==> config.mk <==
export PLATFORM = sky130hd
export DESIGN_NAME = sdf_ntt_ctrl_param_flat
export DESIGN_NICKNAME = d
export VERILOG_FILES = /design/src/rtl/sdf_ntt_ctrl_param_if.sv /design/src/rtl/sdf_ntt_ctrl_param.sv /design/src/flat_wrapper.sv
export SDC_FILE = /design/constraint.sdc
export NUM_CORES = 1
export LEC_CHECK = 0
export ABC_AREA = 1
export BUFFER_PORTS_ARGS = -buffer_cell sky130_fd_sc_hd__buf_2
export CAP_MARGIN = 5
export CORE_ASPECT_RATIO = 1.1
export CORE_MARGIN = 1.5
export CORE_UTILIZATION = 60
export CTS_CLUSTER_DIAMETER = 100
export DETAILED_ROUTE_END_ITERATION = 16
export MAX_ROUTING_LAYER = met4
export PLACE_DENSITY = 0.87
export RECOVER_POWER = 100
export SYNTH_ARGS = -nofsm -noshare
export SYNTH_HDL_FRONTEND = slang
export SYNTH_SLANG_ARGS = --single-unit
==> constraint.sdc <==
create_clock -name i_clk -period 6.55 [get_ports i_clk]
set_input_delay 0.3275 -clock i_clk [delete_from_list [all_inputs] [get_ports i_clk]]
set_output_delay 0.3275 -clock i_clk [all_outputs]
set_load 0.02 [all_outputs]
==> src/rtl/sdf_ntt_ctrl_param_if.sv <==
// Handshake and decode bundle between the SDF NTT controller and its frame source / datapath.
// The master drives frame requests and input samples; the slave is the controller.
interface sdf_ntt_ctrl_param_if #(
  parameter int LOG_N = 4
);
  logic                         start;
  logic                         mode;
  logic                         in_valid;
  logic                         in_ready;
  logic                         pipe_ce;
  logic [LOG_N-1:0]             bf_sel;
  logic [LOG_N-1:0]             stage_vld;
  logic [LOG_N*(LOG_N-1)-1:0]   tw_exp;
  logic                         mode_q;
  logic                         out_valid;
  logic [LOG_N-1:0]             out_idx;
  logic                         busy;
  logic                         done;

  modport master (
    output start, mode, in_valid,
    input  in_ready, pipe_ce, bf_sel, stage_vld, tw_exp, mode_q,
           out_valid, out_idx, busy, done
  );

  modport slave (
    input  start, mode, in_valid,
    output in_ready, pipe_ce, bf_sel, stage_vld, tw_exp, mode_q,
           out_valid, out_idx, busy, done
  );
endinterface

==> src/rtl/sdf_ntt_ctrl_param.sv <==
// Frame sequencer for a radix-2 SDF NTT/INTT pipeline: fill under valid/ready, then flush.
// Per-stage selects, twiddle exponents and output tags decode combinationally from state and global count g.
module sdf_ntt_ctrl_param #(
  parameter int LOG_N     = 4,
  parameter int STAGE_LAT = 1
) (
  input  logic                i_clk,
  input  logic                i_rst_n,
  sdf_ntt_ctrl_param_if.slave bus
);
  localparam int N     = 1 << LOG_N;
  localparam int L_TOT = (N - 1) + LOG_N * STAGE_LAT;
  localparam int CNT_W = $clog2(N + L_TOT);
  localparam int TW_W  = LOG_N - 1;
  localparam logic [CNT_W-1:0] G_FILL_END = CNT_W'(N - 1);
  localparam logic [CNT_W-1:0] G_LAST     = CNT_W'(L_TOT + N - 1);

  typedef enum logic [1:0] {
    S_IDLE  = 2'd0,
    S_FILL  = 2'd1,
    S_FLUSH = 2'd2
  } state_t;

  state_t               r_state;
  state_t               w_state_nxt;
  logic [CNT_W-1:0]     r_g;
  logic                 r_mode_q;
  logic                 w_ce;
  logic                 w_start_acc;
  logic [31:0]          w_g32;
  logic [LOG_N-1:0]     w_sv;
  logic [LOG_N-1:0]     w_bf;
  logic [LOG_N*TW_W-1:0] w_tw;
  logic                 w_ov;

  // Cycle at which stage s first sees sample 0: sum of upstream delay depths plus inter-stage registers.
  function automatic int stage_off(input int s);
    int acc;
    acc = 0;
    for (int k = 0; k < s; k++) begin
      acc += (N >> (k + 1)) + STAGE_LAT;
    end
    return acc;
  endfunction

  always_comb begin
    w_state_nxt = r_state;
    w_ce        = 1'b0;
    w_start_acc = 1'b0;
    case (r_state)
      S_IDLE: begin
        if (bus.start) begin
          w_start_acc = 1'b1;
          w_state_nxt = S_FILL;
        end
      end
      S_FILL: begin
        w_ce = bus.in_valid;
        if (w_ce && (r_g == G_FILL_END)) w_state_nxt = S_FLUSH;
      end
      S_FLUSH: begin
        w_ce = 1'b1;
        if (r_g == G_LAST) w_state_nxt = S_IDLE;
      end
      default: w_state_nxt = S_IDLE;
    endcase
  end

  always_ff @(posedge i_clk) begin
    if (!i_rst_n) begin
      r_state  <= S_IDLE;
      r_g      <= '0;
      r_mode_q <= 1'b0;
    end else begin
      r_state <= w_state_nxt;
      if (w_start_acc) begin
        r_g      <= '0;
        r_mode_q <= bus.mode;
      end else if (w_ce) begin
        r_g <= r_g + CNT_W'(1);
      end
    end
  end

  assign w_g32 = 32'(r_g);

  for (genvar s = 0; s < LOG_N; s++) begin : g_stage
    localparam int OFF = stage_off(s);
    localparam int D   = N >> (s + 1);

    logic [31:0] w_l;
    logic [31:0] w_o;
    logic        w_out_win;

    assign w_l = w_g32 - 32'(OFF);
    assign w_o = w_l - 32'(D);

    assign w_sv[s] = (w_g32 >= 32'(OFF)) && (w_l < 32'(N + D));
    assign w_bf[s] = w_sv[s] && (w_l < 32'(N)) && w_l[LOG_N-1-s];

    // Twiddle applies on the lower half of each butterfly pair leaving the stage.
    assign w_out_win = (w_g32 >= 32'(OFF + D)) && (w_o < 32'(N)) && w_o[LOG_N-1-s];
    assign w_tw[s*TW_W +: TW_W] = w_out_win ? TW_W'((w_o & 32'(D - 1)) << s) : '0;
  end

  assign w_ov = (w_g32 >= 32'(L_TOT)) && (w_g32 < 32'(L_TOT + N));

  assign bus.pipe_ce   = w_ce;
  assign bus.in_ready  = (r_state == S_FILL);
  assign bus.busy      = (r_state != S_IDLE);
  assign bus.mode_q    = r_mode_q;
  assign bus.stage_vld = w_ce ? w_sv : '0;
  assign bus.bf_sel    = w_ce ? w_bf : '0;
  assign bus.tw_exp    = w_ce ? w_tw : '0;
  assign bus.out_valid = w_ce && w_ov;
  assign bus.out_idx   = w_ce ? LOG_N'(w_g32 - 32'(L_TOT)) : '0;
  assign bus.done      = w_ce && w_ov && (r_g == G_LAST);
endmodule

==> src/flat_wrapper.sv <==
// flat-port wrapper written by rule: the top's interface ports become plain ports
module sdf_ntt_ctrl_param_flat 
#(
  parameter int LOG_N     = 4,
  parameter int STAGE_LAT = 1
)
  (i_clk, i_rst_n, bus_start, bus_mode, bus_in_valid, bus_in_ready, bus_pipe_ce, bus_bf_sel, bus_stage_vld, bus_tw_exp, bus_mode_q, bus_out_valid, bus_out_idx, bus_busy, bus_done);
  sdf_ntt_ctrl_param_if #(.LOG_N(LOG_N)) bus_i ();
  input  logic i_clk;
  input  logic i_rst_n;
  input wire logic [$bits(bus_i.start)-1:0] bus_start;
  input wire logic [$bits(bus_i.mode)-1:0] bus_mode;
  input wire logic [$bits(bus_i.in_valid)-1:0] bus_in_valid;
  output wire logic [$bits(bus_i.in_ready)-1:0] bus_in_ready;
  output wire logic [$bits(bus_i.pipe_ce)-1:0] bus_pipe_ce;
  output wire logic [$bits(bus_i.bf_sel)-1:0] bus_bf_sel;
  output wire logic [$bits(bus_i.stage_vld)-1:0] bus_stage_vld;
  output wire logic [$bits(bus_i.tw_exp)-1:0] bus_tw_exp;
  output wire logic [$bits(bus_i.mode_q)-1:0] bus_mode_q;
  output wire logic [$bits(bus_i.out_valid)-1:0] bus_out_valid;
  output wire logic [$bits(bus_i.out_idx)-1:0] bus_out_idx;
  output wire logic [$bits(bus_i.busy)-1:0] bus_busy;
  output wire logic [$bits(bus_i.done)-1:0] bus_done;
  assign bus_i.start = bus_start;
  assign bus_i.mode = bus_mode;
  assign bus_i.in_valid = bus_in_valid;
  assign bus_in_ready = bus_i.in_ready;
  assign bus_pipe_ce = bus_i.pipe_ce;
  assign bus_bf_sel = bus_i.bf_sel;
  assign bus_stage_vld = bus_i.stage_vld;
  assign bus_tw_exp = bus_i.tw_exp;
  assign bus_mode_q = bus_i.mode_q;
  assign bus_out_valid = bus_i.out_valid;
  assign bus_out_idx = bus_i.out_idx;
  assign bus_busy = bus_i.busy;
  assign bus_done = bus_i.done;
  sdf_ntt_ctrl_param #(.LOG_N(LOG_N), .STAGE_LAT(STAGE_LAT)) u_core (.i_clk(i_clk), .i_rst_n(i_rst_n), .bus(bus_i));
endmodule
Word-level counts from Yosys, hierarchy flattened

Index checks and enable logic that the tools add are counted.

Add/subtract/negate cells: 8
$lt $le $gt $ge: 20
Equal/unequal tests: 7
Muxes and demuxes: 14
Bitwise gates (word level): 1
Reductions and logical operators: 26

Operators by type and width:

| operator                | number |
|---|---|
| $lt A32 B5 Y1 const B   | 9 |
| $sub A32 B2 Y32 const B | 1 |
| $sub A32 B3 Y32 const B | 1 |
| $ge A6 B4 Y1 const B    | 4 |
| $logic_and A1 B1 Y1     | 22 |
| $sub A6 B4 Y7 const B   | 3 |
| $ge A6 B5 Y1 const B    | 3 |
| $lt A6 B5 Y1 const B    | 2 |
| $mux W4                 | 3 |
| $mux W3                 | 3 |
| $mux W9                 | 1 |
| $sub A6 B5 Y7 const B   | 1 |
| $add A6 B1 Y6 const B   | 1 |
| $eq A6 B4 Y1 const B    | 1 |
| $eq A6 B6 Y1 const B    | 1 |
| $ge A6 B1 Y1 const B    | 1 |
| $lt A6 B6 Y1 const B    | 1 |
| $mux W2                 | 3 |
| $pmux W2 S3             | 1 |
| $ne A2 B1 Y1 const B    | 2 |
| $sub A4 B2 Y4 const B   | 1 |
| $reduce_and A3 Y1       | 1 |
| $eq A2 B1 Y1 const B    | 1 |
| $eq A2 B2 Y1 const B    | 1 |
| 7 further kinds         | 8 |

Register bits: 9
Input bits: 5
Output and inout port bits: 30
Logic and storage cells: 79

Logic depth before layout (Yosys ltp)

Gate-level depths: netlist (run 1).

Depth in word-level cells: 7
Gate-level depth with buffers: 18
Gate-level depth less buffers: 17

Least setup slack after synthesis (run 1)

No wires, ideal clock.

Path type: flip-flop to output port
From: reg u_core.r_g[1]
To: out bus_tw_exp[4]
Data arrival time: 2.558 ns
Required time: 6.222 ns
Path slack: 3.664 ns
Cell stages (with the launch flop): 18
Path buffers: 1
Cells stage by stage: dfxtp_1 > buf_4 > inv_1 > ha_1 > nand2_2 > nand2_1 > nand2_1 > nand2_1 > nand3_2 > or2_1 > ha_1 > nor2_1 > nand2_1 > nor2_1 > nand3_1 > nor2_1 > nand3_1 > nor2_1

Longest elaborated chain between the ends: 7
Elaborated cells between the ends (all ways): 8
Classes of those cells: add/sub (2); order compare (2); mux (2); reduce/logical (2)

RTL lines:

| item                     | line                      | RTL |
|---|---|---|
| start: declaration       | sdf_ntt_ctrl_param.sv:26  | `logic [CNT_W-1:0] r_g;` |
| start signal: assignment | sdf_ntt_ctrl_param.sv:80  | `r_g <= r_g + CNT_W'(1);` |
| $sub A6 B4 Y7            | sdf_ntt_ctrl_param.sv:95  | `assign w_l = w_g32 - 32'(OFF);` |
| $sub A32 B3 Y32          | sdf_ntt_ctrl_param.sv:96  | `assign w_o = w_l - 32'(D);` |
| $lt A32 B5 Y1            | sdf_ntt_ctrl_param.sv:102 | `assign w_out_win = (w_g32 >= 32'(OFF + D)) && (w_o < 32'(N)) && w_o[LOG_N-1-s];` |
| $logic_and A1 B1 Y1      | sdf_ntt_ctrl_param.sv:102 |  |
| $logic_and A1 B1 Y1 (*)  | sdf_ntt_ctrl_param.sv:102 |  |
| $mux W3 (*)              | sdf_ntt_ctrl_param.sv:103 | `assign w_tw[s*TW_W +: TW_W] = w_out_win ? TW_W'((w_o & 32'(D - 1)) << s) : '0;` |
| $mux W9 (*)              | sdf_ntt_ctrl_param.sv:114 | `assign bus.tw_exp = w_ce ? w_tw : '0;` |
| end: declaration         | flat_wrapper.sv:18        | `output wire logic [$bits(bus_i.tw_exp)-1:0] bus_tw_exp;` |

Mark *: on every way between the ends. The rest lies on a longest branch, timed or not.

Final worst setup path (run 1)

From: reg u_core.r_g[1]
To: out bus_tw_exp[5]

Longest elaborated chain between the ends: 7
Elaborated cells between the ends (all ways): 8
Classes of those cells: add/sub (2); order compare (2); mux (2); reduce/logical (2)

RTL lines:

| item                              | line |
|---|---|
| $sub A6 B4 Y7                     | sdf_ntt_ctrl_param.sv:95 |
| $sub A32 B3 Y32                   | sdf_ntt_ctrl_param.sv:96 |
| $lt A32 B5 Y1                     | sdf_ntt_ctrl_param.sv:102 |
| $logic_and A1 B1 Y1 (2 in series) | sdf_ntt_ctrl_param.sv:102 |
| $mux W3 (*)                       | sdf_ntt_ctrl_param.sv:103 |
| $mux W9 (*)                       | sdf_ntt_ctrl_param.sv:114 |

Marks and branches as above.

==> metrics.yaml, run 1 <==
layout.cells.most_common_list: "sky130_fd_sc_hd__nand2_1 (57), sky130_fd_sc_hd__nor2_1 (38), sky130_fd_sc_hd__ha_1 (32), sky130_fd_sc_hd__inv_1 (25), sky130_fd_sc_hd__clkbuf_1 (25)"
cts_buffers: 3
relSlewSlack_pct: -19.6
synth_flop_cell: "sky130_fd_sc_hd__dfxtp_1"
clock-root-buffer: "sky130_fd_sc_hd__clkbuf_4"
p_leak_nw: 0.770
grt_start_max_net_pins: 18
setup-violations-final: 0
crit_path_frequent_cell: "sky130_fd_sc_hd__nor2_1"
clockBufferDepth: 2
syn_area_per_cell_sq_um: 6.41
final_common_cell: "sky130_fd_sc_hd__nand2_1"
clock_sinks: 9
io-pin-count: 35
grt_pass1_vias: 1534
final.period_utilization_pct: 53.6
dr.first_iter.drc_count: 75
netlist-cell-type-count: 35
maxCapViolations: 1
clk-insertion-delay-late_ns: 0.26
quantity_of_hold_fixing_buffers_added_after_cts: 0
path_max_fanout: 13
timing.critical_path.slowest_stage_cell: "sky130_fd_sc_hd__dfxtp_1"
via_per_inst: 5.40
utilization_pct: 68.1
cts_setup_buffers: 0
rsz0062_at_grt: "false"
fmaxAchievable_ghz: 0.285
finalCriticalPeriod_ns: 3.51
final_routed_drc_violation_total: 0
critPathCaptureType: "primary output"
ys_seq_area_share_pct: 11.1
antenna_violations_before_repair: 0
grt_pass1_wl_um: 6220
post_cts_resized: 0
yosysWarningCount: 0
worst-endpoint-arrival_ns: 3.19
num_antenna_cells: 0
synthesis.area_sq_mm: 0.00163
synth_top_area_share_pct: 24.6
final.setup.tns_ns: 0
share_of_synthesized_registers_carrying_an_async_set_or_reset_pct: 0
synth.area.top_cells: "sky130_fd_sc_hd__ha_1 (25%), sky130_fd_sc_hd__nand2_1 (13%), sky130_fd_sc_hd__dfxtp_1 (11%)"
syn_inst: 254
drt_pre_antenna_iters: 4
drive_above_1_share_pct: 7.50
groute.usage.overall_pct: 27.0
outcome: "finished, violations left"
final_hold_viol_count: 0
tritoncts: "yes"
die_h_um: 57.7
start_util_pct: 64.0
wl_per_cell_um: 12.0
area_delta_synth_final_pct: 6.37
num_rows: 19
worst_ep_required_time_ns: 6.22
vias: 1680
grt.overflow.total: 0
yosysTopAreaCell: "sky130_fd_sc_hd__ha_1"
hpwlAfterDp_um: 2920
io_buffer_count: 28
fp.dieArea_sq_mm: 0.00304
path_cells: "inv_1, ha_1, nand2_2, nand3_1, nand2_1, nand3_2, or2_1, ha_1, nor2_1, nand2_1, nor2_1, nand3_1, nor2_1, nand3_1, nor2_1, clkbuf_1"
postRouteWirelength_um: 3740
worst_setup_path_start_kind: "register"
place.gp.congestion: 0.925
slowest_delay_ns: 0.58
vdd_ir_drop_max_v: 0.000255
final_antenna_net_count: 0
total_power_mw: 0.375
fp.dieW_um: 52.7
finalNetCount: 318
cts.htree.levels: 1
clkTransAtPathRegs_ns: 0.06
fin_worst_skew_ns: 0.00719
worst-setup-path-type: "register to primary output"
ys_seq_elements: 9
timing.hold.worst.class: "primary input to register"
placed_standard_cell_area_sq_mm: 0.00175
cell_pwr_density_mw_per_mm2: 217
finalMaxSlewViolations: 18
design.core.area_sq_mm: 0.00254
fin_area_sq_mm: 0.00173
number_of_flops_mapped_to_enable_cells_by_yosys: 0
final.hold.worst_slack_ns: 0.329
violations: "capacitance limit, slew limit"
tightestPinTransition_ns: 1.77
## final timing paths
kind,start,endpoint,slack (ns),depth (start not counted)
hold reg to reg,u_core.bus.mode_q$_SDFFE_PN0P_,u_core.bus.mode_q$_SDFFE_PN0P_,0.50,2
setup reg to reg,u_core.r_state[1]$_SDFFE_PN0P_,u_core.r_g[1]$_SDFFE_PP0P_,3.82,7
hold / removal,i_rst_n,u_core.r_state[0]$_SDFFE_PN0P_,0.33,3
setup / recovery,u_core.r_g[1]$_SDFFE_PP0P_,bus_tw_exp[5],3.04,16
## flip-flops by register name, indices dropped and copies added, names as in the netlist
| register | cells |
|---|---|
| u_core.r_g | 6 |
| u_core.r_state | 2 |
| u_core.bus.mode_q | 1 |
## per-stage QoR
stage / std cells / setup slack (ns)
after CTS: 311 / 3.13
after detailed placement: 307 / 3.41
final: 311 / 3.04
after floorplan: 259 / 3.66
after global placement: 307 / 3.52
after global routing: 311 / 2.68
## cells by family (layout without fill, tap and decap cells)
group                    count (synthesis)  count (layout)  synth area share, %
buffers and inverters                   40              61                 11.8
flip-flops                               9               9                 11.1
adder cells (fa/ha/maj)                 32              32                 24.6
AND/OR/NAND/NOR                        145             145                 40.7
XOR/XNOR                                 3               3                 2.77
other                                    1               6                0.230
AO/OA/AOI/OAI                           24              24                 8.83
## critical path: cells and delay by family, from the launching register on
| kind | cells | cell delay [ns] |
|---|---|---|
| AND/OR/NAND/NOR | 12 | 1.24 |
| adder cells (fa/ha/maj) | 2 | 0.58 |
| flip-flops | 1 | 0.58 |
| buffers and inverters | 2 | 0.51 |
## synthesized netlist by cell type, types with 5 or more instances
| cell | number |
|---|---|
| sky130_fd_sc_hd__a21oi_1 | 8 |
| sky130_fd_sc_hd__buf_4 | 8 |
| sky130_fd_sc_hd__dfxtp_1 | 9 |
| sky130_fd_sc_hd__ha_1 | 32 |
| sky130_fd_sc_hd__inv_1 | 25 |
| sky130_fd_sc_hd__nand2_1 | 56 |
| sky130_fd_sc_hd__nand3_1 | 17 |
| sky130_fd_sc_hd__nand4_1 | 6 |
| sky130_fd_sc_hd__nor2_1 | 37 |
| sky130_fd_sc_hd__nor3_1 | 8 |
| sky130_fd_sc_hd__o21ai_0 | 5 |
| sky130_fd_sc_hd__or2_1 | 5 |
## routing by layer
metal	share of wire [%]	GRT usage [%]	vias up
li1	-	-	875
met1	45	30.9	753
met2	50	49.3	44
met3	3.8	1.80	8
met4	1.6	8.42	0
met5	0	-	-
## final cells by class
class | instances | area (sq um)
Clock buffer | 4 | 26.3
Fill cell | 251 | 811
Inverter | 29 | 111
Multi-Input combinational cell | 210 | 1270
Sequential cell | 9 | 180
Timing Repair Buffer | 28 | 110
Tap cell | 31 | 38.8
## where the power goes
group	internal, mW	switching [mW]
clock network	0.0235	0.0196
logic	0.0723	0.176
registers	0.0666	0.0168
total	0.162	0.213
Power figures use the tool's default switching activity.
==> run 2, diff against run 1 <==
--- a/config.mk
+++ b/config.mk
@@ -10,11 +10,11 @@
 export CAP_MARGIN = 5
 export CORE_ASPECT_RATIO = 1.1
 export CORE_MARGIN = 1.5
-export CORE_UTILIZATION = 60
+export CORE_UTILIZATION = 50
 export CTS_CLUSTER_DIAMETER = 100
 export DETAILED_ROUTE_END_ITERATION = 16
 export MAX_ROUTING_LAYER = met4
-export PLACE_DENSITY = 0.87
+export PLACE_DENSITY = 0.77
 export RECOVER_POWER = 100
 export SYNTH_ARGS = -nofsm -noshare
 export SYNTH_HDL_FRONTEND = slang
==> constraint.sdc (replaced) <==
create_clock -name i_clk -period 3 [get_ports i_clk]
set_input_delay 0.15 -clock i_clk [delete_from_list [all_inputs] [get_ports i_clk]]
set_output_delay 0.15 -clock i_clk [all_outputs]
set_load 0.02 [all_outputs]
==> metrics.yaml, run 2 (synthesis gave the netlist of run 1 again) <==
die_h_um: 62.9
grt_pass1_vias: 1628
worst_ep_required_time_ns: 2.85
fp.dieW_um: 57.4
start_util_pct: 53.0
cts_buffers: 3
fin_ws_ns: 0.269
grt_start_max_net_pins: 18
layout.cells.most_common_list: "sky130_fd_sc_hd__nand2_1 (51), sky130_fd_sc_hd__nor2_1 (37), sky130_fd_sc_hd__ha_1 (27), sky130_fd_sc_hd__inv_1 (22), sky130_fd_sc_hd__nand3_1 (17)"
largest-register: "u_core.r_g"
finalMaxSlewViolations: 0
postRouteWirelength_um: 4060
setup-violations-final: 0
worst-setup-path-type: "register to primary output"
hpwlAfterDp_um: 3080
final_hold_viol_count: 0
num_antenna_cells: 0
cell_pwr_density_mw_per_mm2: 458
io_buffer_count: 28
final_routed_drc_violation_total: 0
via_per_inst: 5.36
fp.dieArea_sq_mm: 0.00361
wl_per_cell_um: 12.3
relSlewSlack_pct: 22.7
clkTransAtPathRegs_ns: 0.06
timing.hold.worst.class: "primary input to register"
clk-insertion-delay-late_ns: 0.25
utilization_pct: 63.1
largest_register_ff_count: 6
critPathCaptureType: "primary output"
clock_sinks: 9
fin_area_sq_mm: 0.00194
rsz0062_at_grt: "true"
fin_worst_skew_ns: 0.00715
tightestPinTransition_ns: 1.15
vias: 1765
final_antenna_net_count: 0
antenna_violations_before_repair: 0
grt.overflow.total: 0
final_common_cell: "sky130_fd_sc_hd__nand2_1"
total_power_mw: 0.889
final.period_utilization_pct: 91.0
vdd_ir_drop_max_v: 0.000476
placed_standard_cell_area_sq_mm: 0.00181
drt_pre_antenna_iters: 4
worst_setup_path_start_kind: "register"
io-pin-count: 35
path_max_fanout: 8
outcome: "complete, no violations"
cts.htree.levels: 1
tritoncts: "yes"
clockBufferDepth: 2
num_rows: 21
finalNetCount: 333
clock-root-buffer: "sky130_fd_sc_hd__clkbuf_4"
fmaxAchievable_ghz: 0.366
p_leak_nw: 0.901
final.hold.worst_slack_ns: 0.148
place.gp.congestion: 0.963
design.core.area_sq_mm: 0.00307
worst-endpoint-arrival_ns: 2.58
dr.first_iter.drc_count: 76
maxCapViolations: 0
area_delta_synth_final_pct: 19.1
groute.usage.overall_pct: 23.4
dp_cells: 318
drive_above_1_share_pct: 22.7
grt_pass1_wl_um: 6760
finalCriticalPeriod_ns: 2.73
non_filler_instance_count_after_layout: 329
final.setup.tns_ns: 0
place_ws_ns: 0.279
## run 2: changes by cell type in the layout (fill, tap and decap cells not counted), sizes merged
cell and change:
buf +27, clkbuf -12
## run 2: final timing paths
check | from | endpoint | slack (ns) | depth (start not counted)
max | u_core.r_g[2]$_SDFFE_PP0P_ | bus_tw_exp[5] | 0.27 | 17
min | i_rst_n | u_core.r_state[0]$_SDFFE_PN0P_ | 0.15 | 3
max reg2reg | u_core.r_state[1]$_SDFFE_PN0P_ | u_core.r_g[0]$_SDFFE_PP0P_ | 0.84 | 8
min reg2reg | u_core.bus.mode_q$_SDFFE_PN0P_ | u_core.bus.mode_q$_SDFFE_PN0P_ | 0.50 | 2
## run 2: metal layers
metal | share of wire [%] | global-route usage [%] | wire [um] | vias up
li1 | - | - | - | 896
met1 | 43 | 28.0 | 1750 | 785
met2 | 50 | 40.6 | 2030 | 72
met3 | 5.1 | 1.24 | 206 | 12
met4 | 1.8 | 8.43 | 74 | 0
met5 | 0 | - | 0 | -
## run 2: layout make-up
class | instances | area [sq um]
tap | 34 | 42.5
multi-input combinational | 210 | 1320
inverter | 29 | 114
sequential | 9 | 190
timing repair buffer | 43 | 244
clock buffer | 4 | 26.3
fill | 294 | 1130
## run 2: where the power goes
group / leakage [nW] / switching (mW) / internal (mW)
Sequential: 0.0759 / 0.0222 / 0.147
Clock: 0.0150 / 0.0397 / 0.0511
Combinational: 0.810 / 0.424 / 0.205
## run 2: repair_timing
action | 4_1_cts | 5_1_grt
setup buffers | 0 | 7
hold buffers | 0 | 0
gates resized for setup | 1 | 24
pin swaps | 0 | 4
endpoints found under the setup margin | 2 | 3
## run 2: worst max-delay path, stage by stage, from the launching register on
cell,delay (ns)
sky130_fd_sc_hd__dfxtp_4,0.38
sky130_fd_sc_hd__inv_2,0.10
sky130_fd_sc_hd__buf_4,0.18
sky130_fd_sc_hd__nand2_2,0.09
sky130_fd_sc_hd__nand2_1,0.08
sky130_fd_sc_hd__nand2_1,0.06
sky130_fd_sc_hd__nand2_2,0.10
sky130_fd_sc_hd__nand3_4,0.09
sky130_fd_sc_hd__or2_1,0.24
sky130_fd_sc_hd__ha_1,0.27
sky130_fd_sc_hd__inv_1,0.05
sky130_fd_sc_hd__nand3_1,0.06
sky130_fd_sc_hd__nor2_1,0.10
sky130_fd_sc_hd__nand3_1,0.07
sky130_fd_sc_hd__nor2_1,0.08
sky130_fd_sc_hd__nand3_1,0.11
sky130_fd_sc_hd__nor2_1,0.12
sky130_fd_sc_hd__buf_4,0.14
